File: src/rtl/sha1_pkg.sv
// Shared constants, round helpers and FSM state type for the SHA-1 compression engine.
package sha1_pkg;

    localparam logic [31:0] IV0 = 32'h67452301;
    localparam logic [31:0] IV1 = 32'hEFCDAB89;
    localparam logic [31:0] IV2 = 32'h98BADCFE;
    localparam logic [31:0] IV3 = 32'h10325476;
    localparam logic [31:0] IV4 = 32'hC3D2E1F0;

    localparam logic [31:0] K0 = 32'h5A827999;
    localparam logic [31:0] K1 = 32'h6ED9EBA1;
    localparam logic [31:0] K2 = 32'h8F1BBCDC;
    localparam logic [31:0] K3 = 32'hCA62C1D6;

    localparam int unsigned Rounds = 80;

    typedef enum logic [1:0] {StIdle, StBusy, StFinish} state_e;

    function automatic logic [31:0] rotl(input logic [31:0] x, input int unsigned n);
        return (x << n) | (x >> (32 - n));
    endfunction

    function automatic logic [31:0] f_round(input logic [6:0] t, input logic [31:0] b,
                                            input logic [31:0] c, input logic [31:0] d);
        if (t < 7'd20) begin
            return (b & c) | (~b & d);
        end else if (t < 7'd40) begin
            return b ^ c ^ d;
        end else if (t < 7'd60) begin
            return (b & c) | (b & d) | (c & d);
        end
        return b ^ c ^ d;
    endfunction

    function automatic logic [31:0] k_const(input logic [6:0] t);
        if (t < 7'd20) begin
            return K0;
        end else if (t < 7'd40) begin
            return K1;
        end else if (t < 7'd60) begin
            return K2;
        end
        return K3;
    endfunction

endpackage

File: src/rtl/sha1_w_schedule.sv
// 16-word message schedule window: loaded from the block, expanded by one word per round.
module sha1_w_schedule
    import sha1_pkg::*;
(
    input  logic         clk,
    input  logic         rst_n,
    input  logic         load,
    input  logic         shift,
    input  logic [511:0] block,
    output logic [31:0]  wt
);

    logic [31:0] win_q [16];
    logic [31:0] w_new;

    // win_q[k] holds W[t+k]; the appended word is W[t+16].
    assign w_new = rotl(win_q[13] ^ win_q[8] ^ win_q[2] ^ win_q[0], 1);
    assign wt    = win_q[0];

    always_ff @(posedge clk or negedge rst_n) begin
        if (!rst_n) begin
            for (int i = 0; i < 16; i++) begin
                win_q[i] <= '0;
            end
        end else if (load) begin
            for (int i = 0; i < 16; i++) begin
                win_q[i] <= block[511-32*i -: 32];
            end
        end else if (shift) begin
            for (int i = 0; i < 15; i++) begin
                win_q[i] <= win_q[i+1];
            end
            win_q[15] <= w_new;
        end
    end

endmodule

File: src/rtl/sha1_block.sv
// Iterative SHA-1 compression: one round per clock over 80 rounds, then the feed-forward add.
module sha1_block
    import sha1_pkg::*;
(
    input  logic         clk,
    input  logic         rst_n,
    input  logic         start,
    input  logic [159:0] context_in,
    input  logic [511:0] block,
    output logic         done,
    output logic [159:0] context_out
);

    state_e       state_q, state_d;
    logic [6:0]   t_q;
    logic [159:0] h_q;
    logic [31:0]  a_q, b_q, c_q, d_q, e_q;
    logic [159:0] ctx_q;
    logic         done_q;

    logic         accept;
    logic         round_en;
    logic         finish;
    logic [31:0]  wt;
    logic [31:0]  temp;

    sha1_w_schedule u_w_schedule (
        .clk   (clk),
        .rst_n (rst_n),
        .load  (accept),
        .shift (round_en),
        .block (block),
        .wt    (wt)
    );

    always_comb begin
        state_d  = state_q;
        accept   = 1'b0;
        round_en = 1'b0;
        finish   = 1'b0;
        case (state_q)
            StIdle: begin
                if (start) begin
                    accept  = 1'b1;
                    state_d = StBusy;
                end
            end
            StBusy: begin
                round_en = 1'b1;
                if (t_q == 7'(Rounds - 1)) begin
                    state_d = StFinish;
                end
            end
            StFinish: begin
                finish  = 1'b1;
                state_d = StIdle;
            end
            default: state_d = StIdle;
        endcase
    end

    assign temp = rotl(a_q, 5) + f_round(t_q, b_q, c_q, d_q) + e_q + k_const(t_q) + wt;

    always_ff @(posedge clk or negedge rst_n) begin
        if (!rst_n) begin
            state_q <= StIdle;
            t_q     <= '0;
            h_q     <= '0;
            a_q     <= '0;
            b_q     <= '0;
            c_q     <= '0;
            d_q     <= '0;
            e_q     <= '0;
            ctx_q   <= '0;
            done_q  <= 1'b0;
        end else begin
            state_q <= state_d;
            if (accept) begin
                h_q    <= context_in;
                a_q    <= context_in[159:128];
                b_q    <= context_in[127:96];
                c_q    <= context_in[95:64];
                d_q    <= context_in[63:32];
                e_q    <= context_in[31:0];
                t_q    <= '0;
                done_q <= 1'b0;
            end else if (round_en) begin
                e_q <= d_q;
                d_q <= c_q;
                c_q <= rotl(b_q, 30);
                b_q <= a_q;
                a_q <= temp;
                t_q <= t_q + 7'd1;
            end else if (finish) begin
                // Each word wraps independently; no carry crosses word boundaries.
                ctx_q  <= {h_q[159:128] + a_q, h_q[127:96] + b_q, h_q[95:64] + c_q,
                           h_q[63:32] + d_q, h_q[31:0] + e_q};
                done_q <= 1'b1;
            end
        end
    end

    assign done        = done_q;
    assign context_out = ctx_q;

endmodule

File: config.mk
export PLATFORM = sky130hd
export DESIGN_NAME = sha1_block
export DESIGN_NICKNAME = d
export VERILOG_FILES = /design/src/rtl/sha1_pkg.sv /design/src/rtl/sha1_w_schedule.sv /design/src/rtl/sha1_block.sv
export SDC_FILE = /design/constraint.sdc
export NUM_CORES = 2
export LEC_CHECK = 0
export ABC_AREA = 1
export BUFFER_PORTS_ARGS = -buffer_cell sky130_fd_sc_hd__buf_2
export CORE_MARGIN = 3
export CORE_UTILIZATION = 59
export CTS_CLUSTER_SIZE = 28
export DETAILED_ROUTE_END_ITERATION = 8
export PLACE_DENSITY = 0.82
export SLEW_MARGIN = 20
export SYNTH_ARGS = -nofsm -noshare
export SYNTH_HDL_FRONTEND = slang
export SYNTH_SLANG_ARGS = --single-unit
File: constraint.sdc
create_clock -name clk -period 5.31 [get_ports clk]
set_clock_uncertainty 0.15 [all_clocks]
set_input_delay 0.2655 -clock clk [delete_from_list [all_inputs] [get_ports clk]]
set_output_delay 0.2655 -clock clk [all_outputs]
set_load 0.02 [all_outputs]
==> reports/metrics.csv, run 1 <==
metric,value,unit
outcome,aborted with a tool error,
haltStage,global routing (5_1_grt),
firstError,[ERROR GRT-0116] Global routing finished with congestion. Check the congestion regions in the DRC Viewer.,
dieWidth,323,um
pin_count,836,
synth_warnings,0,
htree_levels,3,
synth_fa_ha_area_frac,0.0830,
fp.dieH,323,um
ys_seq_area_frac,0.422,
synth_edf_count,0,
gp_congestion,1.10,
synth_compound_area_frac,0.195,
post-place-ws,0.200,ns
syn-num-nets,8543,
synth_top_family_by_area,compound AO/OA/AOI/OAI gates,
synth_mux_area_frac,0,
hpwl,194000,um
synthXorXnorAreaFrac,0.0231,
cts_buffers,104,
dpl.cell_count,9468,
num_rows,115,
ys.flop_type,dfrtp_1,
synthCells,7549,
grt_pass1_vias,70600,
grt_max_degree,261,
postSynthAreaPerCell,7.87,um^2
start_util,0.599,
synth-simple-area-share,0.174,
gr-total-overflow,2,
track_usage,0.618,
yosys.area.top_type,dfrtp_1,
portBuffers,835,
async_reset_ff_frac,1.00,
synth_area_leaders,"dfrtp_1 (42%), nand2_1 (11%), o21ai_0 (8.6%), inv_1 (7.8%), fa_1 (4.2%)",
cts_sinks,1002,
place_area,65100,um^2
synth_cell_type_count,42,
synth_area,59400,um^2
grt_pass1_wl,464000,um
clockBufferDepth,3,
synth_top_area_frac,0.422,
cts_root_buf,clkbuf_16,
ys_ff_latch,1002,
-- per-layer routing --
layer	track usage	GRT overflow
met3	0.362	0
met2	0.832	0
met1	0.647	0
met5	0.0717	0
met4	0.631	2
-- cell usage after synthesis, drive strengths merged, types with 23 or more instances --
cell       n
nor3      27
o21bai    36
dfrtp   1002
buf      131
or2       29
a21oi    225
nand2   1776
o21ai   1295
nor2     346
clkbuf   202
xnor2    142
inv     1239
a221oi    23
ha       194
o211ai    76
fa       125
nand4     43
o221ai   210
nand3    299
nand3b    26
-- logic make-up after synthesis --
logic type	after synthesis
AOI/OAI and AO/OA	1938
adders and majority gates	319
xor gates and xnor gates	157
DFF	1002
buffers and inverters	1572
and+or+nand+nor	2561
-- stage by stage --
stage	hold slack, ns	util
global placement	0.220	0.657
floorplan	-0.180	-
CTS	0.0146	0.762
detailed placement	0.225	0.657
-- repair_timing --
item                      CTS
resized for setup           0
hold buffers              672
hold endpoints to repair  910
setup buffers               0
==> inputs of run 2 (changes only) <==
- CORE_UTILIZATION: 59 -> 40
- CTS_CLUSTER_SIZE: 28 -> unset
- PLACE_DENSITY: 0.82 -> unset
- PLACE_DENSITY_LB_ADDON: unset -> 0.15
==> reports/metrics.csv, run 2 <==
metric,value,unit,change
fin_crit_sh,0.944,,
synthCells,7549,,unchanged
synth_cell_type_count,42,,unchanged
track_usage,0.350,,
worst_slack,0.296,ns,
required,5.80,ns,
period_needed,5.01,ns,
worst_hold_slack,-0.00148,ns,
clk_pin_slew_worst_paths,0.06,ns,
synth_edf_count,0,,unchanged
hp-class,in2async,,
rr_startpoint,t_q[6]$_DFFE_PN0P_,,
drv_cap,0,,
num_vias,59000,,
gr-total-overflow,0,,
synth_warnings,0,,unchanged
fill_cells,13900,,
slew_violations,0,,
clockBufferDepth,3,,unchanged
start_util,0.405,,-0.194
yosys.area.top_type,dfrtp_1,,
tightest_slew,1.17,ns,
reg2reg_depth,24,,
cp-start-kind,flop,,
ys_seq_area_frac,0.422,,unchanged
synth_top_area_frac,0.422,,unchanged
setup_violations,0,,
place_area,66200,um^2,+1.6%
outcome,"finished, violations left",,
rsz0062_at_grt,false,,
cts_buffers,115,,+11%
drtIter0Drc,5322,,
tns,0,ns,
finalHoldViolCount,1,,
path_class,reg2reg,,
fmax,199,MHz,
grt_max_degree,213,,
grt_pass1_vias,58000,,
largest-register,u_w_schedule.win_q,,
power.leakage,39.8,nW,
first_pass_iters,6,,
cp.arrival,5.51,ns,
violations,negative hold slack,,
ir_drop,0.303,mV,
dieWidth,391,um,+21%
num_rows,140,,+22%
pin_count,836,,unchanged
post-place-ws,0.0889,ns,-0.111 ns
ant_nets,0,,
htree_levels,3,,unchanged
rrSetupSlack,0.30,ns,
synth_most_common_cell,nand2_1,,
async_reset_ff_frac,1.00,,unchanged
ys.flop_type,dfrtp_1,,
viasPerCell,5.33,,
clk_latency,0.79,ns,
syn_to_final_growth,29.9,%,
p_per_area,222,nW/um^2,
hpwl,213000,um,+9.5%
ff_latch_area,25100,um^2,
largest_register_ffs,480,,
coreArea,147000,um^2,
cts_sinks,1002,,unchanged
yosys-top-cells-count,"nand2_1 (1776), inv_1 (1230), o21ai_0 (1021), dfrtp_1 (1002), nor2_1 (342)",,
cts_root_buf,clkbuf_16,,
fp.dieH,391,um,+21%
drc,0,,
antenna_found_initial,43,,
layout_common_cells,"nand2_1 (1775), inv_1 (1230), o21ai_0 (1019)",,
gp_congestion,1.03,,-6.9%
postSynthAreaPerCell,7.87,um^2,unchanged
end_kind,flop,,
routed_wl,274000,um,
wl_per_cell,24.8,um,
cts_tree,built,,
synth_area,59400,um^2,unchanged
crit_fanout,12,,
synth_area_leaders,"dfrtp_1 (42%), nand2_1 (11%), o21ai_0 (8.6%), inv_1 (7.8%), fa_1 (4.2%)",,
multi_input_area,28400,um^2,
portBuffers,835,,unchanged
syn-num-nets,8543,,unchanged
maxSlewHeadroom,0.215,,
layout_commonest_cell,nand2_1,,
nNetsFinal,9999,,
ys_ff_latch,1002,,unchanged
utilization,0.526,,
timing.rr.end,a_q[30]$_DFFE_PN0P_,,
power,17.2,mW,
die_area,153000,um^2,
fin_area,77200,um^2,
layout-drive-gt1-share,0.149,,
grt_pass1_wl,394000,um,
## run 2: cell counts after synthesis
No cell type changed its count.
## run 2: worst max-delay path by stage
stage / startpoint / end
global placement: t_q[6]$_DFFE_PN0P_ / a_q[18]$_DFFE_PN0P_
global route: t_q[3]$_DFFE_PN0P_ / a_q[27]$_DFFE_PN0P_
detailed placement: t_q[6]$_DFFE_PN0P_ / a_q[18]$_DFFE_PN0P_
finish: t_q[6]$_DFFE_PN0P_ / a_q[30]$_DFFE_PN0P_
CTS: t_q[6]$_DFFE_PN0P_ / a_q[18]$_DFFE_PN0P_
floorplan: t_q[4]$_DFFE_PN0P_ / a_q[27]$_DFFE_PN0P_
## run 2: layout make-up
cell class / instances / area share
Antenna cell: 37 / 0.00120
Clock buffer: 173 / 0.0451
Clock inverter: 42 / 0.00811
Inverter: 1239 / 0.0606
Multi-Input combinational cell: 4975 / 0.368
Sequential cell: 1002 / 0.325
Tap cell: 1917 / 0.0311
Timing Repair Buffer: 1672 / 0.162
## run 2: power by group
part           switching, mW  total [mW]  internal [mW]
sequential                 0        7.64           7.64
combinational          0.403       0.915          0.512
clock                   3.57        8.60           5.03
## run 2: logic make-up (layout without fill, tap and decap cells)
| logic type | count (synthesis) | after routing | share of synthesized area |
|---|---|---|---|
| fa+ha+maj | 319 | 319 | 0.0830 |
| flops | 1002 | 1002 | 0.422 |
| xor+xnor | 157 | 157 | 0.0231 |
| compound gates | 1938 | 1938 | 0.195 |
| simple gates | 2561 | 2561 | 0.174 |
| other cells | 0 | 37 | 0 |
| buf+inv | 1572 | 3126 | 0.102 |
## run 2: critical path, cell delays in order, from the launching register on
cell	delay (ns)
dfrtp_1	0.39
inv_1	0.14
nand2_1	0.12
nor2_2	0.17
buf_12	0.16
inv_2	0.05
buf_4	0.17
a21oi_1	0.16
a221oi_1	0.08
buf_4	0.17
fa_1	0.48
inv_1	0.05
fa_1	0.48
inv_1	0.05
fa_1	0.47
inv_1	0.04
ha_1	0.32
a21oi_1	0.39
o21ai_0	0.25
nand2_1	0.11
nand2_1	0.09
a21oi_1	0.19
nand3b_1	0.10
nand3_1	0.09
nand2_1	0.05
## run 2: metrics by stage
step / instances / hold WS, ns
floorplan: 7549 / -0.180
global placement: 10100 / 0.232
detailed placement: 10100 / 0.214
CTS: 11000 / 0.000567
global route: 11000 / 0.0232
finish: 11100 / -0.00148
## run 2: layer usage
layer | vias up | global-route usage | share of wire | routed length, um
li1 | 27500 | - | - | -
met1 | 28600 | 0.441 | 0.40 | 111000
met2 | 2349 | 0.592 | 0.49 | 133000
met3 | 530 | 0.0452 | 0.055 | 15000
met4 | 10 | 0.171 | 0.056 | 15200
met5 | - | 0 | 0.00019 | 52
## run 2: what timing repair did
item	4_1_cts	5_1_grt
setup buffers	0	3
resized for setup	0	23
endpoints found under the setup margin	0	16
hold buffers	668	2
hold endpoints to repair	927	2
No activity file was read; power rests on OpenSTA's default activity.
